==> src/rtl/linebuf_pkg.sv <==
// Shared declarations for the UART line buffer: FSM state encoding and default terminator.
// Latency: none (declarations only).
// Backpressure: none (declarations only).
package linebuf_pkg;

  // Controller states, 3-bit encoding.
  typedef enum logic [2:0] {
    ST_RCV      = 3'd0,
    ST_WRITE    = 3'd1,
    ST_READ     = 3'd2,
    ST_TX_WAIT  = 3'd3,
    ST_TX_START = 3'd4,
    ST_TX_HOLD  = 3'd5
  } state_t;

  // Carriage return ends a line early when terminator mode is built in.
  localparam logic [7:0] TERM_DEFAULT = 8'h0D;

endpackage

==> src/rtl/genram.sv <==
// Single-port synchronous RAM used as the line store; write-first is not needed, reads return old data.
// Latency: read data valid one cycle after the address is presented.
// Backpressure: none; accepts a write or read every cycle.
//
// Ports: clk; we (write enable); addr (AW bits); din/dout (DW bits).
// INITFILE names the preload image handed to the implementation flow's memory-init step;
// contents are never touched by reset.
module genram #(
  parameter int    AW       = 4,
  parameter int    DW       = 8,
  parameter string INITFILE = "linebufini.list"
) (
  input  logic          clk,
  input  logic          we,
  input  logic [AW-1:0] addr,
  input  logic [DW-1:0] din,
  output logic [DW-1:0] dout
);

  logic [DW-1:0] mem [0:(1<<AW)-1];

  always_ff @(posedge clk) begin
    if (we) begin
      mem[addr] <= din;
    end
    dout <= mem[addr];
  end

endmodule

==> src/rtl/uart_line_buffer.sv <==
// Line buffer between uart_rx and uart_tx: stores bytes until a line completes, then replays it.
// Latency: byte write 1 cycle after rx_valid; first tx_start 3 cycles after the completing write.
// Backpressure: none upstream (bytes arriving outside RCV are dropped and flagged); waits on tx_ready.
//
// Ports: clk, rstn (sync, active-low); rx_data/rx_valid from the receiver; tx_ready from the
// transmitter; tx_data/tx_start to the transmitter; busy (replaying), level (bytes in line),
// dropped (sticky discard flag).
// Build option: define LINEBUF_TERM_EN to let the byte TERM end a line before LEN bytes.
module uart_line_buffer
  import linebuf_pkg::*;
#(
  parameter int            AW       = 4,
  parameter int            DW       = 8,
  parameter int            LEN      = 5,
  parameter logic [DW-1:0] TERM     = DW'(TERM_DEFAULT),
  parameter string         INITFILE = "linebufini.list"
) (
  input  logic          clk,
  input  logic          rstn,
  input  logic [DW-1:0] rx_data,
  input  logic          rx_valid,
  input  logic          tx_ready,
  output logic [DW-1:0] tx_data,
  output logic          tx_start,
  output logic          busy,
  output logic [AW:0]   level,
  output logic          dropped
);

  if (LEN < 1 || LEN > (1 << AW)) begin : g_len_check
    $error("uart_line_buffer: LEN must lie in 1..2**AW");
  end

  localparam logic [AW:0] LEN_V = (AW+1)'(LEN);
  localparam logic [AW:0] ONE   = {{AW{1'b0}}, 1'b1};

  state_t        state;
  state_t        nxt;
  logic [AW:0]   rd_ptr;
  logic [DW-1:0] rx_byte;
  logic [DW-1:0] ram_q;
  logic [AW-1:0] ram_addr;
  logic          wr_en;
  logic          line_done;

  // Microorders decoded from the current state.
  assign wr_en = (state == ST_WRITE);

`ifdef LINEBUF_TERM_EN
  assign line_done = ((level + ONE) == LEN_V) || (rx_byte == TERM);
`else
  assign line_done = ((level + ONE) == LEN_V);
`endif

  // Writes go to the fill pointer, everything else reads at the replay pointer.
  // rd_ptr can equal 2**AW after the last byte; its low bits are then unused.
  assign ram_addr = wr_en ? level[AW-1:0] : rd_ptr[AW-1:0];

  genram #(
    .AW       (AW),
    .DW       (DW),
    .INITFILE (INITFILE)
  ) u_store (
    .clk  (clk),
    .we   (wr_en),
    .addr (ram_addr),
    .din  (rx_byte),
    .dout (ram_q)
  );

  always_comb begin
    nxt = state;
    case (state)
      ST_RCV:      if (rx_valid) nxt = ST_WRITE;
      ST_WRITE:    nxt = line_done ? ST_READ : ST_RCV;
      ST_READ:     nxt = ST_TX_WAIT;
      ST_TX_WAIT:  if (tx_ready) nxt = ST_TX_START;
      ST_TX_START: nxt = ST_TX_HOLD;
      // Wait for the transmitter to acknowledge by dropping ready before moving on.
      ST_TX_HOLD:  if (!tx_ready) nxt = (rd_ptr < level) ? ST_READ : ST_RCV;
      default:     nxt = ST_RCV;
    endcase
  end

  always_ff @(posedge clk) begin
    if (!rstn) begin
      state    <= ST_RCV;
      tx_start <= 1'b0;
      busy     <= 1'b0;
      level    <= '0;
      rd_ptr   <= '0;
      dropped  <= 1'b0;
      tx_data  <= '0;
      rx_byte  <= '0;
    end else begin
      state    <= nxt;
      // Outputs registered from the next state so they line up with the state they describe.
      tx_start <= (nxt == ST_TX_START);
      busy     <= (nxt == ST_READ) || (nxt == ST_TX_WAIT) ||
                  (nxt == ST_TX_START) || (nxt == ST_TX_HOLD);

      if (rx_valid && (state != ST_RCV)) dropped <= 1'b1;
      if (rx_valid && (state == ST_RCV)) rx_byte <= rx_data;
      if (wr_en)                         level   <= level + ONE;
      // RAM output for rd_ptr is valid throughout TX_WAIT; keep loading until the start.
      if (state == ST_TX_WAIT)           tx_data <= ram_q;
      if (state == ST_TX_START)          rd_ptr  <= rd_ptr + ONE;

      if ((state == ST_TX_HOLD) && (nxt == ST_RCV)) begin
        level  <= '0;
        rd_ptr <= '0;
      end
    end
  end

endmodule

==> config.mk <==
export PLATFORM = sky130hd
export DESIGN_NAME = uart_line_buffer
export DESIGN_NICKNAME = d
export VERILOG_FILES = /design/src/rtl/linebuf_pkg.sv /design/src/rtl/genram.sv /design/src/rtl/uart_line_buffer.sv
export SDC_FILE = /design/constraint.sdc
export NUM_CORES = 1
export LEC_CHECK = 0
export CAP_MARGIN = 20
export CORE_UTILIZATION = 40
export CTS_BUF_LIST = sky130_fd_sc_hd__clkbuf_4 sky130_fd_sc_hd__clkbuf_8 sky130_fd_sc_hd__clkbuf_16
export DETAILED_ROUTE_END_ITERATION = 16
export PLACE_DENSITY = 0.6
export RECOVER_POWER = 25
export SYNTH_ARGS = -nofsm -noshare
export SYNTH_HDL_FRONTEND = slang
export SYNTH_HIERARCHICAL = 1
export SYNTH_SLANG_ARGS = --single-unit
export TNS_END_PERCENT = 1
==> constraint.sdc <==
create_clock -name clk -period 3.25 [get_ports clk]
set_clock_uncertainty 0.15 [all_clocks]
set_input_delay 0.325 -clock clk [delete_from_list [all_inputs] [get_ports clk]]
set_output_delay 0.325 -clock clk [all_outputs]
set_load 0.02 [all_outputs]
* Word-level counts from Yosys, hierarchy flattened
Memory sizes are Yosys's and may differ from the RTL's. A register that Yosys moved wholly into a read port is not among the register bits.
Index checks and enable logic that the tools add are counted.
** Word-level totals
- Input port bits :: 12
- Bits in registers :: 32
- Bits in writable memories :: 128
- Output and inout port bits :: 16
- Word-level logic and storage cells :: 42
- Memories :: 1
** Cells by class
- Add/sub/neg operators :: 2
- Magnitude comparators :: 1
- Mux-type cells :: 9
- Equality and inequality tests :: 10
- Reductions and logical operators :: 10
- Bitwise logic cells :: 1
** Memories
- u_store.mem :: depth 16, bits a word 8, read ports 1, clocked after memory_dff 1, write ports 1, line genram.sv:20 : logic [DW-1:0] mem [0:(1<<AW)-1];
** Operators with widths (number)
- one-hot mux 3 bit (6 select lines) :: 1
- equality test 3 x 2 -> 1 bit (second input constant) :: 4
- equality test 3 bit (second input constant) :: 4
- adder 5 x 1 -> 5 bit (second input constant) :: 2
- two-way mux 3 bit :: 3
- zero test 3 bit :: 2
- equality test 5 x 3 -> 1 bit (second input constant) :: 1
- < comparator 5 bit :: 1
- two-way mux 2 bit :: 2
- two-way mux 4 bit :: 1
- equality test 3 x 1 -> 1 bit (second input constant) :: 1
- logical AND 1 bit :: 3
- logical OR 1 bit :: 3
- nonzero test 3 bit :: 1
- two-way mux 1 bit :: 2
- OR reduction 2 bit :: 1
- NOT 1 bit :: 1

* Logic depth before layout (Yosys ltp)
- Depth in word-level cells :: 8
- Depth in mapped cells :: 9
- Mapped depth without buffers :: 6

* By module
The synthesis kept the hierarchy.
** Modules (own cells, without submodules)
- genram :: cells an instance 230, seq. area each 4003.8 µm², times used 1, area an instance 5067.4 µm²
- uart_line_buffer :: cells an instance 173, seq. area each 640.6 µm², times used 1, area an instance 1472.7 µm²

* Worst setup path after synthesis
OpenSTA, ideal clock, no wires.
- Path type :: flip-flop to flip-flop
- From :: register state[0]
- To :: memory u_store.mem[0][0] (enable)
- Slack :: 0.322 ns
- Clock period less this slack :: 2.928 ns
- Buffers on the path :: 2
- Data required time :: 2.717 ns
- Arrival :: 2.394 ns
- Stages on the path, launching flop included :: 7
- Setup time :: 0.383 ns
- Cells stage by stage :: dfxtp_1 -> clkbuf_2 -> nor3b_2 -> buf_4 -> mux2_2 -> or3b_2 -> nor3_1
** On the way
- Elaborated cells between the ends (all ways) :: 4
- Those cells by class :: eq/ne (1); mux (3)
** RTL lines
- start: declaration :: line uart_line_buffer.sv:37 : state_t state;
- start signal: assignment :: line uart_line_buffer.sv:96 : state <= nxt;
- equality test 3 x 1 -> 1 bit :: line uart_line_buffer.sv:47 : assign wr_en = (state == ST_WRITE);
- net wr_en :: line uart_line_buffer.sv:43 : logic wr_en;
- two-way mux 4 bit :: line uart_line_buffer.sv:57 : assign ram_addr = wr_en ? level[AW-1:0] : rd_ptr[AW-1:0];
- net ram_addr[2] :: line uart_line_buffer.sv:42 : logic [AW-1:0] ram_addr;
- end: declaration :: line genram.sv:20
The timed path passes the listed nets, and every way through them passes these cells.

* Final worst setup path
- From :: register state[1]
- To :: memory u_store.mem[11][5] (enable)
** On the way
- Elaborated cells between the ends (all ways) :: 4
- Those cells by class :: eq/ne (1); mux (3)
** RTL lines (line)
- equality test 3 x 1 -> 1 bit :: uart_line_buffer.sv:47
- two-way mux 4 bit :: uart_line_buffer.sv:57
- net ram_addr[0] :: uart_line_buffer.sv:42
The timed path passes the listed nets, and every way through them passes these cells.

==> reports/metrics.cfg <==
[place]
placed_area_sq_mm=0.00717
port_buffers=27
dp_cells=650
gp_congestion=0.819
dp_slack_ns=0.612
dp_hpwl_mm=8.62

[floorplanning]
die_w_um=130
ios=28
initial_core_util=0.410
die_h_um=130
dieArea_sq_mm=0.0169
core_area_sq_mm=0.0159
rows=46

[clocking]
cts_tree=yes
cts_buffers=17
htreeDepth=4
clockBufferDepth=2
clock_sinks=168
clk_latency_ns=0.42
postCtsHoldBufs=0
cts_root_buffer=clkbuf_16
postCtsSetupBuffers=0
cts_resized=0
clk_pin_slew_ns=0.06

[critical_path]
cp.arrival_ns=2.56
crit_cells=6
regToRegStartpoint=state[1]
worstPathRequired_ns=3.15
slowest_delay_ns=0.60
crit_family=simple AND/OR/NAND/NOR gates
rrSetupSlack_ns=0.59
worstPathCellList=nor3b_2, buf_4, mux2_2, buf_12, nand2_1, nor2_1
path_max_fanout=39
reg2reg_depth=6
cp_slowest_cell=nor2_1
cp_num_buf_inv=2
worstSetupPathType=reg -> reg
worst_setup_path_end_kind=flip-flop
reg2reg_to=u_store/mem[11][5]
critPathLaunchType=flip-flop

[synth]
synth_top_family_by_area=multiplexers
synth_compound_area_frac=0.0524
synth_warnings=6
synth_area_sq_mm=0.00654
synthMuxAreaShare=0.119
yosys.cell_types.count=38
synthArstFlopShare=0
synth-seq-area-share=0.710
ys_dominant_reg_cell=edfxtp_1
postSynthAreaPerCell_sq_um=16.2
synth_fa_ha_area_frac=0.0134
syn_nets=422
postSynthCellCount=403
synth_edf_count=128
yosys.area_share.simple=0.0714
synth.ff_latch_count=168
synth_xor_area_frac=0.0134

[worst_hold_path]
hold_path.class=reg -> reg
hp-start=u_store/dout[3]
holdPathStages=2
min_to=tx_data[3]

[timing]
finalHoldViolCount=0
worst_slew_pin_slew_ns=0.735
holdWs_ns=0.303
setup_ws_ns=0.587
maxSlewViolCount=0
tns_ns=0
rsz0062_at_grt=no
min_period_ns=2.66
relSlewSlack=0.508
fmax_mhz=375
setup_viol=0
min_period_over_period=0.819

[final_layout]
most-common-layout-cells=edfxtp_1, nand2_1, dfxtp_1
drive_above_1_share=0.204
nNetsFinal=472
design_area_sq_mm=0.00774
utilization=0.485
instances_no_fill=682
layout_commonest_cell=edfxtp_1
antenna_cells=0
area_growth_pct=18.3

[outcome]
outcome=complete, no violations

[global_route]
antenna_found_initial=0
first_global_vias=3571
grt_max_degree=40
grt_pass1_wl_mm=20.5
grt-ovfl-total=0
grt_usage=0.173

[power]
p_leak_nw=2.52
irDropWorstVdd_mv=0.333
powerDensity_mw_per_mm2=578
p_total_mw=4.47

[run]
max_cap_violations=0

[detailed_routing]
drt_iter0_markers=235
wl_mm=13.3
drc=0
routed_via_density=5.22
first_pass_iters=4
ant_nets=0
vias=3563
routedWlPerCell_um=19.4

metal layers:
| layer | routed length, um | global-route usage |
|---|---|---|
| met1 | 6160 | 0.233 |
| met2 | 6350 | 0.271 |
| met3 | 484 | 0.0398 |
| met4 | 264 | 0.0752 |
| met5 | 0 | 0 |
worst max path at each step:
stage	start	to
global placement	state[1]	u_store/dout[0]
finish	state[1]	u_store/mem[11][5]
floorplan	state[0]	u_store/mem[0][0]
CTS	state[1]	u_store/mem[11][5]
detailed placement	state[1]	u_store/mem[11][5]
global route	state[1]	u_store/mem[11][7]
registers in the layout, indices dropped and copies added (netlist names):
signal and count:
dropped 1, tx_data 8, busy 1, tx_start 1, u_store/dout 8, u_store/mem 128, state 3, rd_ptr 5
rx_byte 8, level 5
cells in the mapped netlist (5+ instances only):
cell type / n / share of area
mux4_2: 32 / 0.11
nor2_1: 17 / 0.0098
nand2_1: 43 / 0.025
nor3_1: 5 / 0.0038
buf_2: 7 / 0.0054
xnor2_1: 7 / 0.0094
nand3_1: 13 / 0.0099
a21oi_1: 28 / 0.021
inv_1: 8 / 0.0046
a22oi_1: 16 / 0.018
edfxtp_1: 128 / 0.59
dfxtp_1: 40 / 0.12
ha_1: 7 / 0.013
logic make-up after synthesis:
kind of cell | count (synthesis)
DFF | 168
muxes | 37
adders and majority gates | 7
AOI/OAI and AO/OA | 55
xor gates and xnor gates | 10
and+or+nand+nor | 98
buffers and inverters | 28
area by class of cell:
cell class,instances,area (sq um)
fill,1368,8210
sequential,168,4640
multi-input combinational,207,1760
timing repair buffer,51,463
clock buffer,19,440
tap,216,270
clock inverter,13,129
inverter,8,30.0
power breakdown:
part           leakage, nW  switching [mW]  internal (mW)  total (mW)
Clock                0.279           0.793           1.14        1.93
Combinational        0.739          0.0776         0.0719       0.150
Sequential            1.51          0.0492           2.34        2.39
worst register-to-register path, cell delays in order, from the launching register on:
cell	delay, ns
dfxtp_1	0.51
nor3b_2	0.08
buf_4	0.20
mux2_2	0.27
buf_12	0.27
nand2_1	0.22
nor2_1	0.60
(Power assumes the default switching activity.)
